File: src/rtl/wrr_arbiter.sv
// Weighted round-robin arbiter. The grant is registered and one-hot. A winner keeps
// ownership for up to its weight in consecutive cycles, then priority rotates past it.
// While stall is high, all state is frozen.
module wrr_arbiter #(
    parameter int unsigned CLIENTS  = 32,
    parameter int unsigned WEIGHT_W = 4,
    parameter int unsigned ID_W     = $clog2(CLIENTS)
) (
    input  logic                        clock,
    input  logic                        reset_n,
    input  logic [CLIENTS-1:0]          request,
    input  logic [CLIENTS*WEIGHT_W-1:0] weight,
    input  logic                        mode,
    input  logic                        stall,
    output logic [CLIENTS-1:0]          grant,
    output logic                        grant_valid,
    output logic [ID_W-1:0]             grant_id,
    output logic [WEIGHT_W-1:0]         credit
);

    logic [CLIENTS-1:0]  grant_q, grant_d;
    logic [ID_W-1:0]     id_q, id_d;
    logic [WEIGHT_W-1:0] credit_q, credit_d;
    logic [ID_W-1:0]     ptr_q, ptr_d;

    logic [WEIGHT_W-1:0] weight_arr [CLIENTS];
    logic                found;
    logic [ID_W-1:0]     winner;
    logic [ID_W-1:0]     cand;
    int unsigned         idx;
    logic [WEIGHT_W-1:0] win_weight;
    logic                continue_burst;

    for (genvar i = 0; i < CLIENTS; i++) begin : g_weight
        assign weight_arr[i] = weight[i*WEIGHT_W +: WEIGHT_W];
    end

    // Priority scan starting at ptr, wrapping explicitly at CLIENTS (need not be a power of 2)
    always_comb begin
        found  = 1'b0;
        winner = '0;
        cand   = '0;
        idx    = 0;
        for (int unsigned k = 0; k < CLIENTS; k++) begin
            idx = 32'(ptr_q) + k;
            if (idx >= CLIENTS) begin
                idx = idx - CLIENTS;
            end
            cand = ID_W'(idx);
            if (!found && request[cand]) begin
                found  = 1'b1;
                winner = cand;
            end
        end
    end

    assign win_weight = weight_arr[winner];

    // The burst continues only while the owner still asks, weighted mode holds and credit remains
    assign continue_burst = grant_valid && request[id_q] && mode && (credit_q > WEIGHT_W'(1));

    // Next-state: either continue the burst or re-arbitrate
    always_comb begin
        grant_d  = grant_q;
        id_d     = id_q;
        credit_d = credit_q;
        ptr_d    = ptr_q;
        if (continue_burst) begin
            credit_d = credit_q - WEIGHT_W'(1);
        end else if (found) begin
            grant_d         = '0;
            grant_d[winner] = 1'b1;
            id_d            = winner;
            ptr_d           = (winner == ID_W'(CLIENTS - 1)) ? '0 : winner + ID_W'(1);
            // A zero weight still earns a single cycle
            credit_d        = (mode && (win_weight != '0)) ? win_weight : WEIGHT_W'(1);
        end else begin
            grant_d  = '0;
            id_d     = '0;
            credit_d = '0;
        end
    end

    // State register: reset wins over stall, and stall freezes everything
    always_ff @(posedge clock) begin
        if (!reset_n) begin
            grant_q  <= '0;
            id_q     <= '0;
            credit_q <= '0;
            ptr_q    <= '0;
        end else if (!stall) begin
            grant_q  <= grant_d;
            id_q     <= id_d;
            credit_q <= credit_d;
            ptr_q    <= ptr_d;
        end
    end

    assign grant       = grant_q;
    assign grant_valid = |grant_q;
    assign grant_id    = id_q;
    assign credit      = credit_q;

endmodule

File: config.mk
export PLATFORM = sky130hd
export DESIGN_NAME = wrr_arbiter
export DESIGN_NICKNAME = d
export VERILOG_FILES = /design/src/rtl/wrr_arbiter.sv
export SDC_FILE = /design/constraint.sdc
export NUM_CORES = 1
export LEC_CHECK = 0
export ABC_AREA = 0
export CORE_MARGIN = 1.5
export CORE_UTILIZATION = 40
export DETAILED_ROUTE_END_ITERATION = 10
export DONT_BUFFER_PORTS = 1
export HOLD_SLACK_MARGIN = 0.12
export PLACE_DENSITY = 0.62
export SLEW_MARGIN = 20
export SYNTH_ARGS = -nofsm -noshare
export SYNTH_HDL_FRONTEND = slang
export SYNTH_SLANG_ARGS = --single-unit
File: constraint.sdc
create_clock -name clock -period 18.13 [get_ports clock]
set_input_delay 1.813 -clock clock [delete_from_list [all_inputs] [get_ports clock]]
set_output_delay 1.813 -clock clock [all_outputs]
set_load 0.02 [all_outputs]
# Yosys cells after proc, flatten, opt, wreduce, memory -nomap -nowiden
# Index checks and enable logic that the tools add are counted.
[word_totals] n_memories=0 romBits=0 register_bits=46 ram_bits=0 latchBits=0 output_inout_bits=42 wordCells=386
[op_classes] multipliers=0 n_div=0 n_reduce_logical=71 add_sub_neg=65 shifts=0 muxes=173 n_lt_le_gt_ge=69 eq_ne=1 bitwise_logic=3
[op_table] cell="$mux W5" count=66
[op_table] cell="$lt A5 B6 Y1 const B" count=34
[op_table] cell="$ge A6 B6 Y1 const B" count=32
[op_table] cell="$bmux W1 S5" count=33
[op_table] cell="$sub A5 B1 Y5 const B" count=32
[op_table] cell="$add A5 B5 Y6 const B" count=16
[op_table] cell="$mux W1" count=66
[op_table] cell="$add A5 B4 Y6 const B" count=8
[op_table] cell="$logic_and A1 B1 Y1" count=36
[op_table] cell="$mux W32" count=1
[op_table] cell="$reduce_or A32 Y1" count=1
[op_table] cell="$logic_not A1 Y1" count=31
[op_table] cell="$add A5 B3 Y6 const B" count=4
[op_table] cell="$bmux W4 S5" count=1
[op_table] cell="$mux W4" count=5
[op_table] cell="$add A5 B2 Y6 const B" count=2
[op_table] cell="$add A5 B1 Y6 const B" count=1
[op_table] cell="$ge A5 B6 Y1 const B" count=1
[op_table] cell="$not A5 Y6" count=1
[op_table] cell="$add A5 B1 Y5 const B" count=1
[op_table] cell="$demux W1 S5" count=1
[op_table] cell="$eq A5 B5 Y1 const B" count=1
[op_table] cell="$ge A5 B1 Y1 const B" count=1
[op_table] cell="$gt A4 B1 Y1 const B" count=1
[op_table] cell="5 further kinds" count=6

# Depth between registers and ports, before layout
[depth] ltp_word=107 mapped_depth=31

# Worst setup path before layout
# Ideal clock, no wire load.
[synth_timing] path_kind="input to register" from="input request[27]" to="register grant_q[11] (netlist: grant[11])" setup_time_ns=0.066 path_slack_ns=11.978 arrival_ns=6.086 path_stages=19 required_time_ns=18.064 path_cell_list="mux2_1 > mux4_2 > o22ai_2 > nor3_1 > or3_1 > buf_2 > nor3_4 > nand4_4 > nor4b_2 > nor4_1 > a21oi_4 > buf_4 > buf_2 > buf_2 > ha_1 > inv_1 > nor3_1 > a22oi_1 > nor2_1"
[synth_via] elab_chain_cells=101 word_cells_on_any_way=203
[synth_rtl] item="start, declared" line_no="11" rtl="input logic [CLIENTS-1:0] request,"
[synth_rtl] item="$bmux W1 S5" line_no="50" rtl="if (!found && request[cand]) begin"
[synth_rtl] item="$mux W1 (implied by the code)" line_no="50"
[synth_rtl] item="$mux W1" line_no="50"
[synth_rtl] item="$logic_not A1 Y1" line_no="50"
[synth_rtl] item="$logic_and A1 B1 Y1" line_no="50"
[synth_rtl] item="$mux W1" line_no="50"
[synth_rtl] item="$logic_not A1 Y1" line_no="50"
[synth_rtl] item="$logic_and A1 B1 Y1" line_no="50"
[synth_rtl] item="[85 not listed]"
[synth_rtl] item="$logic_not A1 Y1" line_no="50"
[synth_rtl] item="$logic_and A1 B1 Y1" line_no="50"
[synth_rtl] item="$mux W5" line_no="50"
[synth_rtl] item="$lt A5 B6 Y1 (implied by the code) / $ge A5 B1 Y1 (equally long branches)" line_no="72" rtl="grant_d[winner] = 1'b1;"
[synth_rtl] item="$logic_and A1 B1 Y1 (implied by the code)" line_no="72"
[synth_rtl] item="$mux W1 (implied by the code)" line_no="72"
[synth_rtl] item="$demux W1 S5" line_no="72"
[synth_rtl] item="$mux W32" line_no="70" rtl="end else if (found) begin"
[synth_rtl] item="end signal, assigned" line_no="92" rtl="grant_q <= grant_d;"
[synth_rtl] item="end, declared" line_no="21" rtl="logic [CLIENTS-1:0] grant_q, grant_d;"
# Several ways; a longest one is shown, not always the timed one. The select of a mux whose other input is x is not followed.
# A chain may end at the register's enable or synchronous reset.

# Worst setup path in the final report
[layout_timing] from="register ptr_q[0]" to="register credit_q[1] (netlist: credit[1])"
[layout_via] elab_chain_cells=107 word_cells_on_any_way=326
[layout_rtl] item="start, declared" line_no="24" rtl="logic [ID_W-1:0] ptr_q, ptr_d;"
[layout_rtl] item="start signal, assigned" line_no="95" rtl="ptr_q <= ptr_d;"
[layout_rtl] item="branches (longest 105 deep; another with $add A5 B1 Y6)"
[layout_rtl] item="$mux W4 *" line_no="70"
[layout_rtl] item="$mux W4 *" line_no="68" rtl="if (continue_burst) begin"
[layout_rtl] item="end signal, assigned" line_no="94" rtl="credit_q <= credit_d;"
[layout_rtl] item="end, declared" line_no="23" rtl="logic [WEIGHT_W-1:0] credit_q, credit_d;"
# Every way passes the cells marked *. The select of a mux whose other input is x is not followed.

==> results.yml <==
sta:
  setup_slack_ps: 9410
  rsz0062_at_grt: "no"
  max_slew_margin_pct: 22.4
  clock_skew_ps: 9.05
  max_freq_mhz: 115
  finalSetupTns_ps: 0
  finalSetupViolations: 0
  finalCriticalPeriod_ps: 8720
  fin_hold_ws_ps: 637
  period_share_pct: 48.1
  worst_slew_pin_slew_ps: 1160
  final_hold_viol_count: 0
  finalMaxSlewViolations: 0
clock_tree:
  tritoncts: "done"
  cts-hold-fix-buffers: 0
  post_cts_resized: 0
  cts_buffers: 5
  postCtsSetupBuffers: 0
  clock_sinks: 46
  clk_pin_slew_worst_paths_ps: 70
  cts_root_buffer: "clkbuf_16"
  cts.htree.levels: 2
  clock_latency_ps: 300
  clk_path_buf_depth: 2
yosys:
  synth_common_cells: "138 x mux2i_1, 121 x nand2_1, 120 x nor2_1"
  yosys_warnings: 0
  ys_ff_latch: 46
  synthFlopType: "dfxtp_1"
  synth_cell_types: 92
  syn_area_um2: 9960
  synthArstFlopShare_pct: 0
  synthCells: 1224
  synth_edf_count: 0
  synth_top_area_share_pct: 16.3
  synth_area_leader_cell: "mux4_2"
  synth_seq_area_share_pct: 9.25
  avgSynthCellArea_um2: 8.14
  yosys.cell_count.top_type: "mux2i_1"
  syn_nets: 1407
  synthTopCellsByArea: "mux4_2 16%, mux2i_1 14%, dfxtp_1 9.2%"
die:
  die_h_um: 161
  start_util_pct: 40.8
  design.core.area_um2: 24400
  die-area_um2: 25900
  ios: 206
  die_w_um: 161
  rows: 57
global_routing:
  grt_overflow_total: 0
  grt_pass1_wl_um: 61600
  grt_max_degree: 63
  grt_usage_pct: 31.3
  grt_pass1_vias: 10000
  antenna_found_initial: 4
placement:
  placed_area_um2: 10100
  place_congestion: 1.06
  hpwl_um: 32300
  pre_cts_slack_ps: 9630
  place.port_buffers: 0
flow_run:
  drv_cap: 0
critical_path:
  worst_path_most_repeated_cell: "buf_4"
  critPathMaxFanout: 56
  startpoint_type: "flop"
  worstPathRequired_ps: 18320
  rrSetupSlack_ps: 9410
  slowest_stage: "ha_1"
  crit_type: "flop to flop"
  worst_r2r_path_depth: 23
  rr_endpoint: "credit[1]$_SDFFE_PN0N_"
  r2r-start: "ptr_q[0]$_SDFFE_PN0P_"
  path_cells: "buf_4 > inv_2 > ha_1 > buf_4 > mux2_2 > nor3_1 > a211oi_1 > a22oi_1 > and3_1 > and3_1 > nand4_4 > nor3b_1 > nor4_1 > a21oi_4 > buf_4 > inv_2 > and2_0 > a211oi_1 > a21oi_1 > a32o_1 > o31ai_1 > o22ai_1 > o211a_1"
  crit_path_max_incr_delay_ps: 730
  crit_path_end_kind: "flop"
  worstPathArrival_ps: 8910
pwr:
  ir_drop_v: 0.000219
  p_leak_uw: 0.00370
  power_density_nw_per_um2: 261
layout:
  area_delta_synth_final_pct: 2.83
  post-route-util_pct: 42.0
  drive_gt1_share_pct: 16.0
  nets: 1348
  design_area_um2: 10200
drt:
  vias: 10500
  dr.pass1.iters: 8
  drt_iter0_markers: 1163
  drc: 0
  totalWireLength_um: 41700
  wl_per_cell_um: 27.9
  drtAntennaViolNets: 0
  viasPerCell: 7.04
worst_hold_path:
  worstHoldStart: "grant[17]$_SDFFE_PN0P_"
  holdPathEnd: "grant[17]$_SDFFE_PN0P_"
  hold_class: "flop to flop"
  holdPathStages: 2
status:
  status: "complete, no violations"
stage by stage:
stage               cells  power [µW]
finish               1495        2670
global route         1494        2830
CTS                  1490        2600
detailed placement   1482        2500
global placement     1482        2500
floorplan            1224        1950
metal layers:
metal / vias up / routed length (µm) / GRT usage [%] / part of all wire [%]
met3: 136 / 4920 / 6.10 / 12
met1: 5004 / 15100 / 39.0 / 36
met4: 0 / 2600 / 17.0 / 6.2
met2: 796 / 19100 / 51.0 / 46
met5: - / 0 / 0 / 0
li1: 4588 / - / - / -
power breakdown:
group	total, µW	switching [µW]	internal (µW)
clock	94.3	42.5	51.7
combinational	2410	1500	904
sequential	172	52.8	119
total	2670	1600	1070
cells by family (layout without fill, tap and decap cells):
kind of cell | count (synthesis) | count (layout) | share of synthesized area, %
simple gates | 448 | 448 | 22.5
flops | 46 | 46 | 9.25
xor+xnor | 34 | 34 | 3.29
fa+ha+maj | 19 | 19 | 2.39
buf+inv | 121 | 63 | 6.06
compound gates | 296 | 296 | 20.6
other cells | 0 | 5 | 0
mux | 260 | 260 | 35.9
final cells by class:
cell class / instances / area [µm²]
sequential: 46 / 926
fill: 2540 / 14100
tap: 324 / 405
timing repair buffer: 26 / 195
clock buffer: 5 / 125
inverter: 29 / 111
antenna: 5 / 12.5
multi-input combinational: 1057 / 8440
clock inverter: 3 / 22.5
worst max-delay path, delay by kind of cell, from the launching register on:
| kind | cells | cell delay, ps |
|---|---|---|
| and+or+nand+nor | 7 | 2630 |
| buffers and inverters | 5 | 2410 |
| AOI/OAI and AO/OA | 9 | 1870 |
| adders and majority gates | 1 | 730 |
| DFF | 1 | 510 |
| muxes | 1 | 400 |
worst max path at each step:
stage                                startpoint                     end  depth (start not counted)
after floorplan                     request[27]  grant[11]$_SDFFE_PN0P_                         19
after global placement    ptr_q[0]$_SDFFE_PN0P_  credit[1]$_SDFFE_PN0N_                         22
after detailed placement  ptr_q[0]$_SDFFE_PN0P_  credit[1]$_SDFFE_PN0N_                         23
after CTS                 ptr_q[0]$_SDFFE_PN0P_  credit[1]$_SDFFE_PN0N_                         23
after global routing      ptr_q[0]$_SDFFE_PN0P_  credit[1]$_SDFFE_PN0N_                         23
final                     ptr_q[0]$_SDFFE_PN0P_  credit[1]$_SDFFE_PN0N_                         23
state kept, by name, summed over array words and instances, names as in the netlist:
register  flops
grant_id      5
grant        32
credit        4
ptr_q         5
cell usage in the layout, fill, tap and decap left out, types with 12 or more instances in the layout:
master	n
and2_1	17
mux2_2	43
a211oi_1	17
or3_1	12
inv_1	25
nor3_1	39
o21ai_0	40
dfxtp_1	44
nand3_1	29
mux2i_1	138
nor4_1	16
a21boi_0	13
xnor2_1	19
nor2_1	120
a21oi_1	68
nor2b_1	12
nand4_1	20
nand2_1	121
mux4_2	72
a22oi_1	35
ha_1	19
buf_4	26
Power figures use the tool's default switching activity.
